<file path="config.mk">
export PLATFORM = sky130hd
export DESIGN_NAME = seq_restoring_divider
export DESIGN_NICKNAME = d
export VERILOG_FILES = /design/src/rtl/seq_restoring_divider.sv
export SDC_FILE = /design/constraint.sdc
export NUM_CORES = 1
export LEC_CHECK = 0
export ABC_AREA = 1
export CAP_MARGIN = 10
export CORE_MARGIN = 2
export CORE_UTILIZATION = 39
export DETAILED_ROUTE_END_ITERATION = 7
export PLACE_DENSITY = 0.6
export SETUP_SLACK_MARGIN = 0.3
export SLEW_MARGIN = 20
export SYNTH_ARGS = -nofsm -noshare
export SYNTH_HDL_FRONTEND = slang
export SYNTH_SLANG_ARGS = --single-unit
</file>
<file path="constraint.sdc">
create_clock -name clk -period 2.05 [get_ports clk]
set_input_delay 0.41 -clock clk [delete_from_list [all_inputs] [get_ports clk]]
set_output_delay 0.41 -clock clk [all_outputs]
set_load 0.02 [all_outputs]
</file>
<file path="src/rtl/seq_restoring_divider.sv">
// seq_restoring_divider: multi-cycle unsigned restoring divider.
// One trial subtraction per clock (R + ~D + 1), WIDTH steps per operation,
// behind a start/done handshake. Results are registered and held between
// operations; a zero divisor short-circuits straight to the DONE state.
//
// Handshake: start is sampled on any rising edge where busy = 0 (IDLE or
// DONE state); that edge captures the operands. done is a one-cycle pulse
// and the result outputs are valid from that cycle until the next accepted
// start completes. start while busy = 1 is dropped, not queued.
module seq_restoring_divider #(
    parameter int WIDTH = 8
) (
    input  logic             clk,
    input  logic             rst,
    input  logic             start,
    input  logic [WIDTH-1:0] dividend,
    input  logic [WIDTH-1:0] divisor,
    output logic             busy,
    output logic             done,
    output logic [WIDTH-1:0] quotient,
    output logic [WIDTH-1:0] remainder,
    output logic             div_by_zero
);

    localparam int CW = $clog2(WIDTH);
    localparam logic [CW-1:0] LAST_STEP = CW'(WIDTH - 1);

    typedef enum logic [1:0] {
        S_IDLE = 2'd0,
        S_RUN  = 2'd1,
        S_DONE = 2'd2
    } state_t;

    state_t           state_q;
    logic [WIDTH:0]   r_q;          // partial remainder, one extra bit for the borrow
    logic [WIDTH-1:0] q_q;          // dividend shifting out / quotient shifting in
    logic [WIDTH-1:0] d_q;          // captured divisor
    logic [CW-1:0]    cnt_q;        // steps completed in this operation
    logic [WIDTH-1:0] quotient_q;
    logic [WIDTH-1:0] remainder_q;
    logic             dbz_q;

    logic [WIDTH:0]   r_shift;
    logic [WIDTH:0]   trial;
    logic [WIDTH:0]   r_d;
    logic [WIDTH-1:0] q_d;

    // One restoring step: shift {R,Q} left, trial-subtract D as R + ~D + 1,
    // keep the difference only when it did not borrow.
    always_comb begin
        r_shift = {r_q[WIDTH-1:0], q_q[WIDTH-1]};
        trial   = r_shift + ~{1'b0, d_q} + {{WIDTH{1'b0}}, 1'b1};
        r_d     = r_shift;
        q_d     = {q_q[WIDTH-2:0], 1'b0};
        if (!trial[WIDTH]) begin
            r_d = trial;
            q_d = {q_q[WIDTH-2:0], 1'b1};
        end
    end

    // Control FSM, datapath registers and result registers.
    always_ff @(posedge clk or posedge rst) begin
        if (rst) begin
            state_q     <= S_IDLE;
            r_q         <= '0;
            q_q         <= '0;
            d_q         <= '0;
            cnt_q       <= '0;
            quotient_q  <= '0;
            remainder_q <= '0;
            dbz_q       <= 1'b0;
        end else begin
            case (state_q)
                S_IDLE, S_DONE: begin
                    state_q <= S_IDLE;
                    if (start) begin
                        if (divisor == '0) begin
                            // Nothing to iterate: publish the saturated result now.
                            quotient_q  <= '1;
                            remainder_q <= dividend;
                            dbz_q       <= 1'b1;
                            state_q     <= S_DONE;
                        end else begin
                            r_q     <= '0;
                            q_q     <= dividend;
                            d_q     <= divisor;
                            cnt_q   <= '0;
                            state_q <= S_RUN;
                        end
                    end
                end
                S_RUN: begin
                    r_q   <= r_d;
                    q_q   <= q_d;
                    cnt_q <= cnt_q + 1'b1;
                    if (cnt_q == LAST_STEP) begin
                        quotient_q  <= q_d;
                        remainder_q <= r_d[WIDTH-1:0];
                        dbz_q       <= 1'b0;
                        state_q     <= S_DONE;
                    end
                end
                default: state_q <= S_IDLE;
            endcase
        end
    end

    assign busy        = (state_q == S_RUN);
    assign done        = (state_q == S_DONE);
    assign quotient    = quotient_q;
    assign remainder   = remainder_q;
    assign div_by_zero = dbz_q;

endmodule

</file>
==> key figures, run 1 <==
Critical path
  – Family with the most delay on the worst path: simple AND/OR/NAND/NOR gates
  – Flop2flop setup slack: 80 ps
  – FF-to-FF End: remainder[7]
  – Cells along the critical path: inv_2 -> ha_4 -> inv_4 -> fa_2 -> nand2_2 -> nand2_4 -> nand3_4 -> nand2_4 -> nand2_4 -> nand2_4 -> nand3_2 -> nand3_2 -> nand2_1 -> inv_1
  – RR Startpoint: q_q[7]
  – Setup crit end kind: register
  – Worst r2r path cells: 14
  – Arrival time worst endpoint: 2160 ps
  – Max incr delay on CP: 410 ps
  – WP buf/inv: 3
  – Critical path startpoint category: register
  – Crit Path Max Fanout: 4
  – Worst path most repeated cell: nand2_4
  – Slowest-stage cell, CP: dfrtp_1
  – CP Class: register to register
  – CP Data Required Time: 2240 ps

STA
  – Worst slew pin tran: 443 ps
  – Worst rel slew slack: 70.4%
  – Tmin final: 1970 ps
  – Setup Skew: 11.1 ps
  – Final hold viol count: 0
  – Count of final setup violators: 0
  – Final period utilization: 96.3%
  – Setup total negative slack: 0 ps
  – Max Clk Rate: 0.507 GHz
  – RSZ-0062 raised after global routing: true
  – Final-report max-slew violation count: 0

Route
  – Antenna viol nets, final: 0
  – Via/cell ratio: 4.85
  – DR DRC count: 0
  – Total vias in the final route: 2,206
  – Drt total wl: 6210 µm
  – Initial DRC Count: 149
  – First-pass iteration count of the detailed router: 4
  – Wirelength per Cell: 13.6 µm

Cells and area
  – Area Growth Syn to Fin: 36.6%
  – FILL cells: 602
  – Nets: 407
  – Ant diodes: 0
  – Share of layout cells above drive strength 1: 20.6%
  – Final Cell Area: 3450 µm²
  – Final Instance Count excl. Fillers: 455

Logic synthesis
  – Compound-Gate Fraction of Synth Area: 8.61%
  – Netlist cell types: 31
  – Cell area after synthesis: 2530 µm²
  – Post-Synth Adder-Cell Area: 5.74%
  – Xor-xnor portion of the synthesized cell area: 1.04%
  – Main combinational cell family by area after synthesis: simple AND/OR/NAND/NOR gates
  – Synth top area share: 45.5%
  – Yosys Warn Count: 0
  – Post-synth EDFFs: 0
  – Largest area contributor in the netlist: dfrtp_1
  – Top FF cell, synth: dfrtp_1
  – Post-synth ARST share: 100%
  – Most common cell in the synthesized netlist: nand2_1
  – Post-Synth Simple-Gate Area: 27.4%
  – Post-synth top cells: 73 x nand2_1, 59 x inv_1, 46 x dfrtp_1
  – Mean post-synth cell area: 7.75 µm²
  – Synth area leaders: dfrtp_1 46%, nand2_1 11%, inv_1 8.8%, nand3_1 8.1%, ha_1 5.0%
  – Synthesized flop and latch total: 46
  – Synth Net Count: 356
  – Mux cell area share after synthesis: 0.446%
  – Sequential share of the synthesized area: 45.5%
  – Gate Count Post-Synth: 326

Global routing
  – Number of antenna violations at the first check in global routing: 0
  – First-pass GRT wire length: 10,400 µm
  – Total global routing overflow: 0
  – Largest net degree at the start of global routing: 30
  – Total GRT Usage: 18.3%
  – Vias in the first global route: 2,208

Floorplan
  – IO Pins: 38
  – Core Region: 6310 µm²
  – Die extent in x: 84.5 µm
  – DIE HEIGHT: 84.5 µm
  – Initial Util: 40.0%
  – Die ar.: 7140 µm²
  – FP Rows: 29

Power
  – Comb pwr share: 64.8%
  – P_sw: 2.91 mW
  – Tot Pwr: 6.01 mW
  – Internal power: 3.10 mW
  – Power per standard cell area: 1740 nW/µm²
  – VDD IR-drop max: 0.917 mV
  – Switching Fraction: 48.4%
  – Pleak: 1.73 nW
  – Clock Power Share: 9.3%
  – Seq pwr share: 25.9%

Clocking
  – Root Buffer: clkbuf_8
  – Num Clock Sinks: 46
  – Worst-Skew Late Latency: 300 ps
  – Hold_buf cts: 0
  – Total CTS buffers: 5
  – Reg clk slew, reported paths: 90 ps
  – Clock Path Buffers: 2
  – H-tree depth: 2
  – CTS tree: yes

Run
  – Max-cap viol count: 0

Placed design
  – DPL Wire Length: 4260 µm
  – IO Port Bufs: 37
  – RePlAce Congestion: 0.791
  – Dpl cells: 437
  – Area post-placement: 3080 µm²

Run status
  – Status: complete, no violations

Min path
  – Hold Path Class: input pin to async pin
-- metrics by stage --
stage | util, % | hold slack (ps) | worst slack [ps]
floorplan | - | 450 | 285
global placement | 48.8 | 467 | 30.9
detailed placement | 48.8 | 474 | -21.0
CTS | 52.4 | 431 | 100
global route | 54.7 | 466 | -40.0
finish | 54.7 | 422 | 76.1
-- what timing repair did --
item / CTS / global route
cloned: 2 / 0
pin swaps: 12 / 7
buffers inserted: 5 / 3
hold endpoints to repair: 0 / 0
resized for setup: 21 / 23
endpoints found under the setup margin: 20 / 27
-- worst max path at each step --
stage,startpoint,end,slack (ps),cells past startpoint
floorplan,q_q[7],remainder[5],290,14
global placement,divisor[5],remainder[3],30,11
detailed placement,divisor[4],remainder[5],-20,11
CTS,q_q[7],remainder[1],100,13
global route,q_q[7],remainder[7],-40,14
finish,q_q[7],remainder[7],80,14
-- layout by cell type, fill, tap and decap left out, drive strengths merged --
master         count
o211ai             1
nor2              30
nand4              1
dfrtp             46
o21ai             19
xor2               2
mux2               1
dlygate4sd2        1
nand3             41
fa                 1
xnor2              1
nand2             80
a31oi              8
clkinv             4
clkdlybuf4s50     35
or2                9
inv               59
a21oi              6
clkbuf             7
a22o               2
buf               13
o221ai             1
ha                10
-- metal layers --
metal,GRT usage (%),part of all wire [%]
met1,24.9,48
met2,29.6,48
met3,3.44,3.3
met4,5.63,1.5
met5,0,0
-- worst register-to-register path: stages (launching register included) --
cell and delay, ps:
dfrtp_1 410, inv_2 100, ha_4 140, inv_4 30
fa_2 340, nand2_2 90, nand2_4 70, nand3_4 110
nand2_4 80, nand2_4 90, nand2_4 80, nand3_2 100
nand3_2 80, nand2_1 80, inv_1 40
-- state kept, by name (all words and copies together), names as in the netlist --
| signal | cells |
|---|---|
| cnt_q | 3 |
| d_q | 8 |
| quotient | 8 |
| q_q | 8 |
| r_q | 8 |
| div_by_zero | 1 |
| remainder | 8 |
| state_q | 2 |
-- power by group through the flow --
| stage | registers (mW) | logic [mW] | clock network [mW] |
|---|---|---|---|
| floorplan | 1.67 | 2.26 | 0 |
| global placement | 1.55 | 3.22 | 0 |
| detailed placement | 1.56 | 3.26 | 0 |
| CTS | 1.55 | 3.58 | 0.572 |
| global route | 1.60 | 4.37 | 0.600 |
| finish | 1.56 | 3.90 | 0.557 |
-- kinds of logic (layout without fill, tap and decap cells) --
kind of cell	Yosys count	after routing
buffers and inverters	69	119
muxes	1	1
AOI/OAI and AO/OA	37	37
adders and majority gates	11	11
DFF	46	46
and+or+nand+nor	159	161
xor gates and xnor gates	3	3
-- layout make-up --
class                      count  area [µm²]  share of cell area [%]
multi-input combinational    213        1390                    40.4
sequential                    46        1150                    33.3
timing repair buffer          50         482                    13.9
inverter                      61         244                    7.07
tap                           77        96.3                    2.79
clock buffer                   6        72.6                    2.10
clock inverter                 2        13.8                   0.399
Power figures use the tool's default switching activity.
==> inputs of run 2 (changes only) <==
Settings changed: CORE_UTILIZATION 39 to 54, PLACE_DENSITY 0.6 to 0.79.
==> run 2 against run 1 <==
Clock power up 25%; worst hold slack better by 19 ps; non-clock buffer count up 2; first-iteration DRC count down 4.0%; clock skew down 3.4 ps; die area down 27%; wire length up 20%; utilization up 26 points; combinational power up 13%; highest routed layer unchanged.
==> key figures, run 2 (synthesized netlist as in run 1, its figures left out) <==
Route
  – Total vias in the final route: 2,431
  – First-pass iteration count of the detailed router: 4
  – Drt total wl: 7440 µm
  – Antenna viol nets, final: 0
  – Via/cell ratio: 5.61
  – DR DRC count: 0
  – Initial DRC Count: 143
  – Wirelength per Cell: 17.2 µm

Critical path
  – Crit Path Max Fanout: 4
  – Critical path startpoint category: register
  – CP Class: register to register
  – Arrival time worst endpoint: 2200 ps
  – Flop2flop setup slack: 50 ps
  – CP Data Required Time: 2250 ps
  – Setup crit end kind: register

Floorplan
  – Die extent in x: 72.4 µm
  – Initial Util: 56.9%
  – IO Pins: 38
  – FP Rows: 24
  – Die ar.: 5240 µm²
  – DIE HEIGHT: 72.4 µm
  – Core Region: 4440 µm²

Clocking
  – Total CTS buffers: 5
  – Clock Path Buffers: 2
  – Reg clk slew, reported paths: 80 ps
  – CTS tree: yes
  – Num Clock Sinks: 46
  – Hold_buf cts: 0
  – Worst-Skew Late Latency: 300 ps
  – H-tree depth: 2
  – Root Buffer: clkbuf_8

Run
  – Max-cap viol count: 0

STA
  – Tmin final: 2000 ps
  – Max Clk Rate: 0.500 GHz
  – Worst slew pin tran: 498 ps
  – Final hold viol count: 0
  – Final WS setup: 48.4 ps
  – RSZ-0062 raised after global routing: true
  – Worst rel slew slack: 66.8%
  – Setup Skew: 7.71 ps
  – Final period utilization: 97.6%
  – Final-report max-slew violation count: 0
  – Count of final setup violators: 0

Power
  – Pleak: 1.78 nW
  – Power per standard cell area: 1880 nW/µm²
  – VDD IR-drop max: 1.33 mV

Placed design
  – DPL Wire Length: 4270 µm
  – Area post-placement: 3060 µm²
  – Pre-CTS WS: 17.3 ps
  – IO Port Bufs: 37
  – RePlAce Congestion: 0.867

Cells and area
  – Share of layout cells above drive strength 1: 23.4%
  – Commonest non-fill, non-tap cell in the layout: nand2_1
  – Final Cell Area: 3570 µm²
  – Area Growth Syn to Fin: 41.3%
  – Nets: 411
  – Ant diodes: 0
  – FILL cells: 273
  – Most frequent cells in the layout: 67 x nand2_1, 56 x inv_1, 46 x dfrtp_1

Global routing
  – Number of antenna violations at the first check in global routing: 0
  – Total GRT Usage: 26.9%
  – Largest net degree at the start of global routing: 47
  – First-pass GRT wire length: 10,800 µm
  – Vias in the first global route: 2,286
  – Total global routing overflow: 0

Min path
  – Hold Path Class: input pin to async pin

Run status
  – Status: complete, no violations
==> run 2: changes by cell type in the layout (fill, tap and decap cells not counted), sizes merged <==
cell / before / now
buf: 13 / 15
bufinv: 0 / 1
clkbuf: 7 / 6
clkdlybuf4s15: 0 / 1
clkinv: 4 / 3
nand2: 80 / 81
==> run 2: final timing paths <==
path | startpoint | endpoint | cells past startpoint
worst min-delay path | rst | remainder[0] | 3
max in group asynchronous | rst | d_q[1] | 3
worst min register to register | cnt_q[0] | cnt_q[0] | 1
worst max register to register | q_q[7] | remainder[1] | 14
worst max-delay path | q_q[7] | remainder[1] | 14
min in group clk | cnt_q[0] | cnt_q[0] | 1
==> run 2: through the flow <==
stage               cells  total power [mW]  hold slack [ps]  utilization [%]  TNS [ps]
floorplan             326              3.93              450                -         0
global placement      413              4.73              468             68.8         0
detailed placement    413              4.84              466             68.8         0
CTS                   428              5.93              454             75.7         0
global route          433              7.10              492             80.4     -31.2
finish                433              6.70              440             80.4         0
==> run 2: area by class of cell <==
class / count / area (µm²) / share of cell area (%)
timing repair buffer: 52 / 498 / 13.9
clock buffer: 6 / 82.6 / 2.31
timing repair inverter: 1 / 8.76 / 0.245
tap: 52 / 65.1 / 1.82
inverter: 61 / 244 / 6.83
clock inverter: 1 / 30.0 / 0.841
multi-input combinational: 214 / 1490 / 41.8
sequential: 46 / 1150 / 32.2
==> run 2: metal layers <==
layer / part of all wire [%] / vias to the layer above / global-route usage, %
li1: - / 1141 / -
met1: 41 / 1190 / 34.0
met2: 51 / 82 / 46.3
met3: 5.4 / 18 / 4.44
met4: 2.6 / 0 / 10.3
met5: 0 / - / 0
==> run 2: what timing repair did <==
item | 4_1_cts | 5_1_grt
pin swaps | 8 | 8
setup endpoints to repair | 20 | 26
resized for setup | 29 | 27
gates cloned | 2 | 2
buffers inserted | 6 | 3
==> run 2: power breakdown <==
part           switching [mW]  total (mW)  internal, mW
clock network           0.308       0.698         0.390
logic                    2.71        4.41          1.70
registers               0.278        1.59          1.31
total                    3.29        6.70          3.41
==> run 2: worst max-delay path, cell delays in order, from the launching register on <==
cell and delay (ps):
dfrtp_1 400, inv_2 90, ha_4 140, inv_4 40, fa_2 340, nand2_2 100
nand2_4 70, nand3_4 120, nand2_4 80, nand2_4 120, nand2_4 100, nand3_2 90
nand3_1 100, nand2_1 80, inv_1 40
==> inputs of run 3 (changes only) <==
Settings changed: CORE_MARGIN 2 to 5, HOLD_SLACK_MARGIN set to 0.15.
==> run 3 against run 2 <==
Worst hold slack better by 8.9 ps; fmax is 2.8% higher; sequential power is 3% lower; sequential cell count stayed put; critical path depth is 4 lower; utilization is 2.9 points lower; combinational power is 9.5% lower; power is 7.3% lower; largest power group unchanged.
==> key figures, run 3 (synthesized netlist as in run 1, its figures left out) <==
STA
  – Final period utilization: 94.9%
  – Setup total negative slack: 0 ps
  – Final-report max-slew violation count: 0
  – Max Clk Rate: 0.514 GHz
  – Count of final setup violators: 0
  – Tmin final: 1950 ps
  – Worst slew pin tran: 482 ps
  – Setup Skew: 8.15 ps
  – Worst rel slew slack: 67.9%
  – RSZ-0062 raised after global routing: true
  – Final WS setup: 104 ps
  – Final hold viol count: 0

Critical path
  – CP Class: register to register
  – Critical path startpoint category: register
  – Max incr delay on CP: 430 ps
  – Worst r2r path cells: 10
  – Cells along the critical path: ha_1 -> nand2_1 -> inv_1 -> a21oi_4 -> nand2_4 -> nand2_4 -> nand2_8 -> nand3_4 -> buf_4 -> nand3_2
  – RR Startpoint: r_q[6]
  – FF-to-FF End: r_q[5]
  – Family with the most delay on the worst path: simple AND/OR/NAND/NOR gates
  – Flop2flop setup slack: 100 ps
  – Slowest-stage cell, CP: dfrtp_1
  – Worst path most repeated cell: nand2_4
  – Crit Path Max Fanout: 5
  – WP buf/inv: 2
  – Setup crit end kind: register
  – Arrival time worst endpoint: 2120 ps
  – CP Data Required Time: 2230 ps

Power
  – Pleak: 1.74 nW
  – Tot Pwr: 6.21 mW
  – VDD IR-drop max: 1.27 mV
  – Comb pwr share: 64.2%
  – Switching Fraction: 48.1%
  – Power per standard cell area: 1800 nW/µm²
  – Internal power: 3.22 mW
  – P_sw: 2.99 mW
  – Clock Power Share: 10.7%
  – Seq pwr share: 25.0%

Clocking
  – Total CTS buffers: 5
  – Root Buffer: clkbuf_8
  – Hold_buf cts: 0
  – H-tree depth: 2
  – CTS tree: yes
  – Reg clk slew, reported paths: 90 ps
  – Worst-Skew Late Latency: 290 ps
  – Num Clock Sinks: 46
  – Clock Path Buffers: 2

Floorplan
  – Die ar.: 6150 µm²
  – Core Region: 4440 µm²
  – Die extent in x: 78.4 µm
  – DIE HEIGHT: 78.4 µm
  – FP Rows: 24
  – Initial Util: 56.9%
  – IO Pins: 38

Global routing
  – Largest net degree at the start of global routing: 47
  – Total global routing overflow: 0
  – Number of antenna violations at the first check in global routing: 0
  – Vias in the first global route: 2,351
  – First-pass GRT wire length: 11,000 µm
  – Total GRT Usage: 22.4%

Route
  – Via/cell ratio: 5.38
  – Wirelength per Cell: 15.1 µm
  – Total vias in the final route: 2,314
  – Antenna viol nets, final: 0
  – First-pass iteration count of the detailed router: 5
  – Drt total wl: 6490 µm
  – Initial DRC Count: 205
  – DR DRC count: 0

Min path
  – Hold Path Class: input pin to async pin

Run
  – Max-cap viol count: 0

Cells and area
  – Area Growth Syn to Fin: 36.3%
  – Nets: 407
  – Final Instance Count excl. Fillers: 430
  – FILL cells: 309
  – FF+latch area: 1150 µm²
  – Commonest non-fill, non-tap cell in the layout: nand2_1
  – Ant diodes: 0
  – Final core occ: 77.5%
  – Multi-input gate area: 1410 µm²
  – Share of layout cells above drive strength 1: 19.6%
  – Most frequent cells in the layout: 68 x nand2_1, 56 x inv_1, 46 x dfrtp_1

Placed design
  – IO Port Bufs: 37
  – Dpl cells: 413
  – RePlAce Congestion: 0.863
  – DPL Wire Length: 4320 µm
  – Pre-CTS WS: 35.0 ps

Run status
  – Status: complete, no violations
run 3: cell types whose count changed in the layout (fill, tap and decap cells not counted), sizes merged:
cell / delta
clkbuf: +1
buf: -2
clkdlybuf4s15: -1
nand2: -1
dlygate4sd2: +1
clkinv: -1
run 3: power by group through the flow:
stage	sequential [mW]	combinational [mW]	clock, mW
after floorplan	1.67	2.26	0
after global placement	1.54	3.18	0
after detailed placement	1.55	3.26	0
after CTS	1.55	3.72	0.674
after global routing	1.61	4.41	0.725
final	1.55	3.99	0.667
run 3: per-layer routing:
layer | track usage, % | vias to the layer above | wire length, µm
li1 | - | 1138 | -
met3 | 4.12 | 13 | 271
met5 | 0 | - | 0
met1 | 29.9 | 1104 | 2840
met2 | 37.2 | 59 | 3270
met4 | 6.64 | 0 | 111
run 3: through the flow:
step                area [µm²]  hold slack [ps]
floorplan                 2620              450
global placement          3060              467
detailed placement        3060              476
CTS                       3360              475
global route              3440              486
finish                    3440              449
run 3: worst max path at each step:
stage	startpoint	endpoint	cells after the start
after floorplan	q_q[7]	remainder[5]	14
after global placement	divisor[5]	remainder[6]	11
after detailed placement	divisor[5]	remainder[5]	11
after CTS	q_q[7]	remainder[3]	14
after global routing	r_q[6]	remainder[6]	11
final	r_q[6]	r_q[5]	10
run 3: worst reg2reg max path, cell delays in order (launching register included):
cell,delay (ps)
dfrtp_1,430
ha_1,370
nand2_1,110
inv_1,70
a21oi_4,260
nand2_4,110
nand2_4,130
nand2_8,90
nand3_4,90
buf_4,120
nand3_2,50
run 3: what timing repair did:
| item | 4_1_cts | 5_1_grt |
|---|---|---|
| setup endpoints to repair | 20 | 25 |
| pin swaps | 10 | 14 |
| buffers inserted | 4 | 3 |
| gates resized for setup | 31 | 10 |
| endpoints found under the hold margin | 0 | 0 |
| gates cloned | 2 | 0 |
run 3: area by class of cell:
type                       instances  area share (%)
clock buffer                       7            2.22
timing repair buffer              50            14.0
clock inverter                     1           0.872
sequential                        46            33.4
multi-input combinational        213            40.8
tap                               52            1.89
inverter                          61            6.79
